<file path="src/rtl/snare_envelope_pkg.sv">
// Shared types and default widths for the snare amplitude envelope.
package snare_envelope_pkg;

    typedef enum logic [1:0] {
        IDLE   = 2'd0,
        ATTACK = 2'd1,
        DECAY  = 2'd2
    } env_state_t;

    localparam int DEF_DATA_W      = 16;
    localparam int DEF_ENV_W       = 16;
    localparam int DEF_ATTACK_STEP = 4096;

endpackage

</file>
<file path="src/rtl/snare_envelope_if.sv">
// Sample/control bundle between the snare mixers, the envelope and the out mixer.
// The velocity signal exists only when SNARE_VELOCITY_EN is defined.
interface snare_envelope_if
    import snare_envelope_pkg::*;
#(
    parameter int DATA_W = DEF_DATA_W,
    parameter int ENV_W  = DEF_ENV_W
) ();

    logic                     sample_tick;
    logic                     trigger;
    logic [3:0]               decay_rate;
    logic signed [DATA_W-1:0] sample_in;
    logic signed [DATA_W-1:0] sample_out;
    logic                     sample_valid;
    logic [ENV_W-1:0]         env_level;
    logic                     active;
`ifdef SNARE_VELOCITY_EN
    logic [7:0]               velocity;
`endif

    modport master (
`ifdef SNARE_VELOCITY_EN
        output velocity,
`endif
        output sample_tick, trigger, decay_rate, sample_in,
        input  sample_out, sample_valid, env_level, active
    );

    modport slave (
`ifdef SNARE_VELOCITY_EN
        input  velocity,
`endif
        input  sample_tick, trigger, decay_rate, sample_in,
        output sample_out, sample_valid, env_level, active
    );

endinterface

</file>
<file path="src/rtl/snare_envelope_env_mult.sv">
// Registered signed sample times unsigned level, scaled back by 2^ENV_W (arithmetic shift),
// truncated to DATA_W. Output holds between enables.
module env_mult #(
    parameter int DATA_W = 16,
    parameter int ENV_W  = 16
) (
    input  logic                     main_clk,
    input  logic                     reset,
    input  logic                     en_i,
    input  logic signed [DATA_W-1:0] sample_i,
    input  logic [ENV_W-1:0]         level_i,
    output logic signed [DATA_W-1:0] sample_o,
    output logic                     valid_o
);

    logic signed [DATA_W+ENV_W:0] product;
    logic signed [DATA_W-1:0]     sample_d;
    logic signed [DATA_W-1:0]     sample_q;
    logic                         valid_q;
    logic                         unused_bits;

    // Zero-extending the level keeps it non-negative in the signed multiply.
    assign product     = sample_i * $signed({1'b0, level_i});
    assign sample_d    = product[ENV_W +: DATA_W];
    assign unused_bits = ^{product[ENV_W-1:0], product[DATA_W+ENV_W]};

    always_ff @(posedge main_clk or negedge reset) begin
        if (!reset) begin
            sample_q <= '0;
            valid_q  <= 1'b0;
        end else begin
            valid_q <= en_i;
            if (en_i) begin
                sample_q <= sample_d;
            end
        end
    end

    assign sample_o = sample_q;
    assign valid_o  = valid_q;

endmodule

</file>
<file path="src/rtl/snare_envelope.sv">
// Snare amplitude envelope: linear attack to peak, multiplicative decay, sample scaling.
// Optional feature macro: SNARE_VELOCITY_EN (velocity-scaled peak, velocity 0 mutes).
module snare_envelope
    import snare_envelope_pkg::*;
#(
    parameter int DATA_W      = DEF_DATA_W,
    parameter int ENV_W       = DEF_ENV_W,
    parameter int ATTACK_STEP = DEF_ATTACK_STEP
) (
    input  logic           main_clk,
    input  logic           reset,
    snare_envelope_if.slave bus
);

    env_state_t       state_q, state_d;
    logic [ENV_W-1:0] level_q, level_d;
    logic             active_q;
    logic [ENV_W-1:0] peak;
    logic [ENV_W:0]   attack_sum;
    logic [ENV_W:0]   decay_sub;

`ifdef SNARE_VELOCITY_EN
    logic [7:0] vel_q, vel_d;

    assign vel_d = bus.trigger ? bus.velocity : vel_q;
    assign peak  = {vel_q, vel_q[7 -: ENV_W-8]};
`else
    assign peak  = '1;
`endif

    // One extra bit on both paths so saturation and underflow are detected, never wrapped.
    assign attack_sum = {1'b0, level_q} + (ENV_W+1)'(ATTACK_STEP);
    assign decay_sub  = {1'b0, (level_q >> bus.decay_rate)} + (ENV_W+1)'(1);

    always_comb begin
        state_d = state_q;
        level_d = level_q;
        if (bus.trigger) begin
            // Retrigger continues from the current level; the tick step is skipped.
            state_d = ATTACK;
`ifdef SNARE_VELOCITY_EN
            if (bus.velocity == 8'd0) begin
                state_d = IDLE;
                level_d = '0;
            end
`endif
        end else if (bus.sample_tick) begin
            case (state_q)
                ATTACK: begin
                    if (attack_sum >= {1'b0, peak}) begin
                        level_d = peak;
                        state_d = DECAY;
                    end else begin
                        level_d = attack_sum[ENV_W-1:0];
                    end
                end
                DECAY: begin
                    if (decay_sub >= {1'b0, level_q}) begin
                        level_d = '0;
                        state_d = IDLE;
                    end else begin
                        level_d = level_q - decay_sub[ENV_W-1:0];
                    end
                end
                default: begin
                    level_d = '0;
                    state_d = IDLE;
                end
            endcase
        end
    end

    always_ff @(posedge main_clk or negedge reset) begin
        if (!reset) begin
            state_q  <= IDLE;
            level_q  <= '0;
            active_q <= 1'b0;
`ifdef SNARE_VELOCITY_EN
            vel_q    <= 8'hFF;
`endif
        end else begin
            state_q  <= state_d;
            level_q  <= level_d;
            active_q <= (state_q != IDLE);
`ifdef SNARE_VELOCITY_EN
            vel_q    <= vel_d;
`endif
        end
    end

    assign bus.env_level = level_q;
    assign bus.active    = active_q;

    // The multiplier sees the level before this tick's update.
    env_mult #(
        .DATA_W (DATA_W),
        .ENV_W  (ENV_W)
    ) u_env_mult (
        .main_clk (main_clk),
        .reset    (reset),
        .en_i     (bus.sample_tick),
        .sample_i (bus.sample_in),
        .level_i  (level_q),
        .sample_o (bus.sample_out),
        .valid_o  (bus.sample_valid)
    );

endmodule
</file>
<file path="src/flat_wrapper.sv">
// flat-port wrapper written by rule: the top's interface ports become plain ports
module snare_envelope_flat import snare_envelope_pkg::*;
#(
    parameter int DATA_W      = DEF_DATA_W,
    parameter int ENV_W       = DEF_ENV_W,
    parameter int ATTACK_STEP = DEF_ATTACK_STEP
)
  (main_clk, reset, bus_sample_tick, bus_trigger, bus_decay_rate, bus_sample_in, bus_sample_out, bus_sample_valid, bus_env_level, bus_active);
  snare_envelope_if #(.DATA_W(DATA_W), .ENV_W(ENV_W)) bus_i ();
  input  logic main_clk;
  input  logic reset;
  input wire logic [$bits(bus_i.sample_tick)-1:0] bus_sample_tick;
  input wire logic [$bits(bus_i.trigger)-1:0] bus_trigger;
  input wire logic [$bits(bus_i.decay_rate)-1:0] bus_decay_rate;
  input wire logic [$bits(bus_i.sample_in)-1:0] bus_sample_in;
  output wire logic [$bits(bus_i.sample_out)-1:0] bus_sample_out;
  output wire logic [$bits(bus_i.sample_valid)-1:0] bus_sample_valid;
  output wire logic [$bits(bus_i.env_level)-1:0] bus_env_level;
  output wire logic [$bits(bus_i.active)-1:0] bus_active;
  assign bus_i.sample_tick = bus_sample_tick;
  assign bus_i.trigger = bus_trigger;
  assign bus_i.decay_rate = bus_decay_rate;
  assign bus_i.sample_in = bus_sample_in;
  assign bus_sample_out = bus_i.sample_out;
  assign bus_sample_valid = bus_i.sample_valid;
  assign bus_env_level = bus_i.env_level;
  assign bus_active = bus_i.active;
  snare_envelope #(.DATA_W(DATA_W), .ENV_W(ENV_W), .ATTACK_STEP(ATTACK_STEP)) u_core (.main_clk(main_clk), .reset(reset), .bus(bus_i));
endmodule
</file>
<file path="config.mk">
export PLATFORM = sky130hd
export DESIGN_NAME = snare_envelope_flat
export DESIGN_NICKNAME = d
export VERILOG_FILES = /design/src/rtl/snare_envelope_pkg.sv /design/src/rtl/snare_envelope_if.sv /design/src/rtl/snare_envelope_env_mult.sv /design/src/rtl/snare_envelope.sv /design/src/flat_wrapper.sv
export SDC_FILE = /design/constraint.sdc
export NUM_CORES = 1
export LEC_CHECK = 0
export BUFFER_PORTS_ARGS = -buffer_cell sky130_fd_sc_hd__buf_4
export CAP_MARGIN = 20
export CORE_ASPECT_RATIO = 0.7
export CORE_MARGIN = 3
export CORE_UTILIZATION = 35
export CTS_BUF_LIST = sky130_fd_sc_hd__clkbuf_8
export CTS_CLUSTER_DIAMETER = 100
export CTS_CLUSTER_SIZE = 12
export DETAILED_ROUTE_END_ITERATION = 12
export HOLD_SLACK_MARGIN = 0.06
export PLACE_DENSITY_LB_ADDON = 0.12
export SYNTH_ARGS = -nofsm -noshare
export SYNTH_HDL_FRONTEND = slang
export SYNTH_SLANG_ARGS = --single-unit
</file>
<file path="constraint.sdc">
create_clock -name main_clk -period 17.25 [get_ports main_clk]
set_input_delay 0.8625 -clock main_clk [delete_from_list [all_inputs] [get_ports main_clk]]
set_output_delay 0.8625 -clock main_clk [all_outputs]
set_load 0.02 [all_outputs]
</file>
Word level (Yosys, flattened, before mapping)
Index checks and enable logic that the tools add are counted.
Widths: inputs -> output; s select.
{ "totals": {"reg_bits": 36, "input_bits": 24, "out_inout_bits": 34, "wordCells": 29} }
{ "op_classes": {"add_sub_neg": 3, "multipliers": 1, "magnitude_cmp": 2, "eq_ne": 4, "shifts": 1, "muxes": 8, "bitwise_logic": 1, "n_reduce_logical": 4} }
{ "ops": {"columns": ["op", "n"], "rows": [
  ["$mul 16x17->32", 1],
  ["$mux 16", 2],
  ["$pmux 16 s2", 1],
  ["$add 16x1->17 const B", 1],
  ["$add 16x13->17 const B", 1],
  ["$ge 17x16->1", 1],
  ["$ge 17x16->1 const B", 1],
  ["$shr 16x4->16", 1],
  ["$sub 16x16->16", 1],
  ["$mux 2", 4],
  ["$ne 3x2->1 const B", 2],
  ["$pmux 2 s2", 1],
  ["$reduce_bool 2->1", 2],
  ["$reduce_and 3->1", 1],
  ["$eq 2x1->1 const B", 1],
  ["$eq 2x2->1 const B", 1],
  ["$reduce_and 2->1", 1],
  ["$not 1->1", 1]
]} }

Logic depth before layout (Yosys ltp)
{ "depth": {"ltp_word": 7, "ltp_mapped": 24, "depth_no_buf": 21} }

Cells and area by module
Synthesis repeated with hierarchy kept, for this count alone.
{ "hier_totals": {"hier_cells": 1361, "hier_area_um2": 12189.2} }
{ "by_module_without_submodules": {"columns": ["mod", "instances", "cells_per_inst", "area_each_um2", "seq_area_each_um2"], "rows": [
  ["env_mult", 1, 971, 8826.0, 425.4],
  ["snare_envelope", 1, 390, 3363.2, 475.5]
]} }

Worst setup path after synthesis
Ideal clock, no wire load.
{ "synth_path": {"path_type": "in2reg", "from": "input bus_sample_in[7]", "to": "register u_core.u_env_mult.sample_q[5], in the netlist u_core.u_env_mult.sample_o[5]", "setup_time_ps": 125, "arrival_ps": 6485, "required_time_ps": 17125, "path_slack_ps": 10641, "stages": 22, "path_buffers": 1, "path_cell_list": "clkbuf_1 > nand2_1 > fa_1 > inv_1 > fa_1 > inv_1 > fa_1 > inv_1 > fa_1 > fa_1 > inv_1 > fa_1 > inv_1 > ha_1 > a21o_1 > a21o_1 > a21o_1 > a21o_1 > a221oi_1 > o21ai_0 > xnor2_1 > mux2_2"} }
{ "synth_via": {"elab_chain_len": 1} }
{ "synth_lines": {"columns": ["element", "line", "source"], "rows": [
  ["start, declared", "flat_wrapper.sv:15", "input wire logic [$bits(bus_i.sample_in)-1:0] bus_sample_in;"],
  ["$mul 16x17->32", "snare_envelope_env_mult.sv:23", "assign product = sample_i * $signed({1'b0, level_i});"],
  ["end signal, assigned", "snare_envelope_env_mult.sv:34", "sample_q <= sample_d;"],
  ["end, declared", "snare_envelope_env_mult.sv:18", "logic signed [DATA_W-1:0] sample_q;"]
]} }
Every way passes these cells.
A chain may end at the register's enable or synchronous reset.

Worst setup path in the final report
{ "layout_path": {"from": "register u_core.level_q[10], in the netlist u_core.bus.env_level[10]", "to": "register u_core.u_env_mult.sample_q[6], in the netlist u_core.u_env_mult.sample_o[6]"} }
{ "layout_via": {"elab_chain_len": 1} }
{ "layout_lines": {"columns": ["element", "line", "source"], "rows": [
  ["start, declared", "snare_envelope.sv:16", "logic [ENV_W-1:0] level_q, level_d;"],
  ["start signal, assigned", "snare_envelope.sv:83", "level_q <= level_d;"],
  ["$mul 16x17->32", "snare_envelope_env_mult.sv:23", null]
]} }
Every way passes these cells.

==> out/results.env <==
POST_SYNTHESIS_SHARE_OF_CELL_AREA_SPENT_ON_AND_OR_NAND_AND_NOR_GATES_PCT=17.46
CLOCKROOTBUFFER='sky130_fd_sc_hd__clkbuf_8'
STATUS='finished, final reports clean'
SYNTH_MUX_AREA_SHARE_PCT=5.081
FINALWORSTPATHREQUIREDPERIOD_NS=7.195
START_KIND='register'
MAPPEDNETLISTAREA_UM2=12140
TOTALNEGATIVESETUPSLACK_NS=0
SLEW_HEADROOM_PCT=38.20
WORSTREGTOREGCELLS=21
TIMING.FINAL.SETUP_VIOLATIONS=0
LAYOUT.CELLS.MOST_COMMON_LIST='sky130_fd_sc_hd__inv_1 (281), sky130_fd_sc_hd__fa_1 (194), sky130_fd_sc_hd__nand2_1 (164), sky130_fd_sc_hd__ha_1 (151), sky130_fd_sc_hd__and2_1 (125)'
DIODES=0
SLEW_VIOL_FINAL=0
SYNTH_EDF_COUNT=0
WORSTPATHMAXFANOUT=14
GRT_MAX_DEGREE=37
WORSTMARGINPINSLEW_NS=0.9219
TRITONCTS='done'
PLACE.GP.CONGESTION=0.8395
GLOBAL_ROUTE.OVERFLOW_TOTAL=0
HPWL_MM=27.23
ROUTED_WIRELENGTH_NORMALIZED_BY_INSTANCE_COUNT_UM=17.84
SYN_TO_FINAL_GROWTH_PCT=7.864
FLOORPLAN.DIE.WIDTH_UM=228.6
POST_DRT_VIA_CELL_RATIO=4.930
DRIVE_GT1_SHARE_PCT=8.855
CLK_PATH_BUF_DEPTH=2
SYNTH.DISTINCT_CELLS=81
FLOORPLAN.CORE_AREA_UM2=33840
DETAIL_ROUTE.ITER0.VIOLATIONS=452
SYNTH-MAIN-FF-CELL='sky130_fd_sc_hd__dfrtp_1'
CLKSLEWWORSTSETUPHOLDPATHS_NS=0.09
WORST_HOLD_PATH.NUM_CELLS=2
LAYOUT.CELLS.MOST_COMMON='sky130_fd_sc_hd__inv_1'
VIA_COUNT_OF_THE_FIRST_GLOBAL_ROUTING_PASS=9480
STD_CELL_ROWS=56
DRT-TOTAL-WL_MM=33.06
ANTENNA_FOUND_INITIAL=1
SETUP_REPAIR_AFTER_GLOBAL_ROUTING_MISSED_ITS_MARGIN='no'
CTS_SETUP_BUFFERS=0
DETAIL_ROUTE.FIRST_PASS.ITERATIONS=5
START_UTIL_PCT=35.87
DETAIL_ROUTE.DRC_VIOLATIONS=0
SYNTH_XOR_XNOR_AREA_SHARE_PCT=2.670
CLOCK_SINKS=36
TIMING.CLOCK.SKEW_NS=0.01406
DESIGN.DIE.AREA_UM2=36990
SEQ_AREA_FRAC_SYNTH_PCT=7.421
DETAILROUTE.VIA_COUNT=9135
HOLD_VIOL_FINAL=0
DRV.MAX_CAP_VIOLATION_COUNT=0
SYNTHARSTFLOPSHARE_PCT=100.0
H-TREE-DEPTH=2
WORST_EP_ARRIVAL_TIME_NS=7.41
HOLD_PATH_CLASS='register to register'
CTS.REPAIR.RESIZED=0
SYNTHESIS.INSTANCES=1371
SYNTH_FP_NETS=1740
LAYOUT.NETS=1757
SYNTH.AVG_CELL_AREA_UM2=8.854
ANTENNA_LEFT=0
CLOCK_INSERTION_DELAY_WORST_SKEW_NS=0.33
WIRE_LENGTH_OF_THE_FIRST_GLOBAL_ROUTING_PASS_MM=54.67
CRITPATHKIND='register to register'
SYNTH_COMPOUND_AREA_SHARE_PCT=8.782
BUFFER_PORTS.INSERTED=57
LARGEST_FAMILY_OF_LOGIC_CELLS_BY_SYNTHESIZED_AREA='adder cells'
POST_CTS_HOLD_BUFFER_COUNT=0
FILLCELLCOUNT=3514
CTS_BUFFERS=5
SYNTH.FF_LATCH_COUNT=36
DESIGN.PORTCOUNT=58
TRACK_USAGE_PCT=18.72
MAX_FREQ_MHz=139.0
CP_DATA_REQUIRED_TIME_NS=17.46
SYNTH.YOSYS.WARNINGS=0
DIE-HEIGHT_UM=161.8
FINALCRITPERIODSHARE_PCT=41.71
SYNTH-ADDER-AREA-SHARE_PCT=47.56
TIMING.CRITICAL_PATH.TO_TYPE='register'
## worst paths after layout
| kind | startpoint | end | slack (ns) |
|---|---|---|---|
| max in group asynchronous | reset | u_core.bus.env_level[1] | 16.37 |
| worst min register to register | u_core.u_env_mult.sample_o[14] | u_core.u_env_mult.sample_o[14] | 0.50 |
| worst min-delay path | u_core.u_env_mult.sample_o[14] | u_core.u_env_mult.sample_o[14] | 0.50 |
| min in group asynchronous | reset | u_core.u_env_mult.valid_o | 0.51 |
| worst max register to register | u_core.bus.env_level[10] | u_core.u_env_mult.sample_o[6] | 10.06 |
| worst max-delay path | u_core.bus.env_level[10] | u_core.u_env_mult.sample_o[6] | 10.06 |
## logic make-up after synthesis
logic type / after synthesis
multiplexers: 40
adder cells (fa/ha/maj): 345
XOR/XNOR: 37
AO/OA/AOI/OAI: 147
flip-flops: 36
buffers and inverters: 346
AND/OR/NAND/NOR: 420
## sequential cells by signal, indices dropped and copies added, names as in the netlist
name and count:
u_core.u_env_mult.sample_o 16, u_core.state_q 2, u_core.bus.active 1, u_core.u_env_mult.valid_o 1
u_core.bus.env_level 16
## synthesized netlist by cell type, types with 3 or more instances
cell type,count,area share [%]
sky130_fd_sc_hd__o21ai_1,3,0.12
sky130_fd_sc_hd__nand4_1,12,0.62
sky130_fd_sc_hd__a21o_1,9,0.56
sky130_fd_sc_hd__nand3_1,12,0.49
sky130_fd_sc_hd__clkbuf_1,57,1.8
sky130_fd_sc_hd__nand2b_1,15,0.77
sky130_fd_sc_hd__o21a_1,9,0.56
sky130_fd_sc_hd__or2_2,4,0.21
sky130_fd_sc_hd__xor2_1,14,1.0
sky130_fd_sc_hd__mux2i_1,14,1.2
sky130_fd_sc_hd__a21oi_1,30,1.2
sky130_fd_sc_hd__nor2b_1,7,0.36
sky130_fd_sc_hd__fa_1,194,32
sky130_fd_sc_hd__or3_1,4,0.21
sky130_fd_sc_hd__inv_1,279,8.6
sky130_fd_sc_hd__a211oi_1,9,0.56
sky130_fd_sc_hd__nor3_1,13,0.54
sky130_fd_sc_hd__buf_2,4,0.16
sky130_fd_sc_hd__dfrtp_1,36,7.4
sky130_fd_sc_hd__o21bai_1,4,0.25
sky130_fd_sc_hd__o31ai_1,6,0.37
sky130_fd_sc_hd__nor4_1,3,0.15
sky130_fd_sc_hd__nor2_1,43,1.3
sky130_fd_sc_hd__and2_1,125,6.4
sky130_fd_sc_hd__o21ai_0,19,0.78
sky130_fd_sc_hd__ha_1,151,16
sky130_fd_sc_hd__xnor2_1,23,1.7
sky130_fd_sc_hd__mux2_2,8,0.74
sky130_fd_sc_hd__a211o_1,3,0.22
sky130_fd_sc_hd__and3_1,5,0.26
sky130_fd_sc_hd__mux4_2,14,2.6
sky130_fd_sc_hd__o211ai_1,6,0.37
sky130_fd_sc_hd__a221o_1,12,0.99
sky130_fd_sc_hd__nand2_1,164,5.1
## through the flow
step / hold slack (ns) / instance area (µm²) / cells / setup WS [ns] / util [%]
after floorplan: 0.5100 / 12140 / 1371 / 10.64 / -
after global placement: 0.4798 / 13000 / 1845 / 10.10 / 38.42
after detailed placement: 0.4855 / 13000 / 1845 / 10.07 / 38.42
after CTS: 0.5016 / 13090 / 1853 / 10.07 / 38.69
after global routing: 0.5283 / 13090 / 1853 / 9.556 / 38.69
final: 0.4972 / 13090 / 1853 / 10.06 / 38.69
## critical path: stages (launching register included)
cell and delay (ns):
sky130_fd_sc_hd__dfrtp_1 0.72, sky130_fd_sc_hd__buf_4 0.35, sky130_fd_sc_hd__nand2_1 0.11, sky130_fd_sc_hd__fa_1 0.53, sky130_fd_sc_hd__fa_1 0.52, sky130_fd_sc_hd__fa_1 0.52, sky130_fd_sc_hd__inv_1 0.05, sky130_fd_sc_hd__fa_1 0.47
sky130_fd_sc_hd__fa_1 0.56, sky130_fd_sc_hd__inv_1 0.06, sky130_fd_sc_hd__fa_1 0.55, sky130_fd_sc_hd__inv_1 0.05, sky130_fd_sc_hd__ha_1 0.28, sky130_fd_sc_hd__nand4_1 0.12, sky130_fd_sc_hd__nor2_1 0.12, sky130_fd_sc_hd__a21oi_1 0.17
sky130_fd_sc_hd__a2111oi_1 0.73, sky130_fd_sc_hd__buf_4 0.24, sky130_fd_sc_hd__o21ai_0 0.19, sky130_fd_sc_hd__o31ai_1 0.36, sky130_fd_sc_hd__xor2_1 0.10, sky130_fd_sc_hd__mux2_2 0.27
## metal layers
layer  share of wire [%]  up-vias  global-route usage (%)
met3                 3.7       20                   2.928
met5               0.021        -                       0
met1                  53     4599                   29.09
met4                 1.1        2                   2.810
met2                  42      161                   27.83
li1                    -     4353                       -
## layout make-up
| cell class | instances | area [µm²] | share of cell area (%) |
|---|---|---|---|
| inverter | 281 | 1055 | 8.055 |
| tap | 464 | 580.6 | 4.434 |
| clock inverter | 2 | 7.507 | 0.05733 |
| sequential | 36 | 900.9 | 6.880 |
| clock buffer | 6 | 82.58 | 0.6307 |
| multi-input combinational | 989 | 9905 | 75.64 |
| timing repair buffer | 75 | 563.0 | 4.300 |
Power is not shown: default switching activity piles up to over one toggle a cycle in this logic, so the estimate is an artifact.
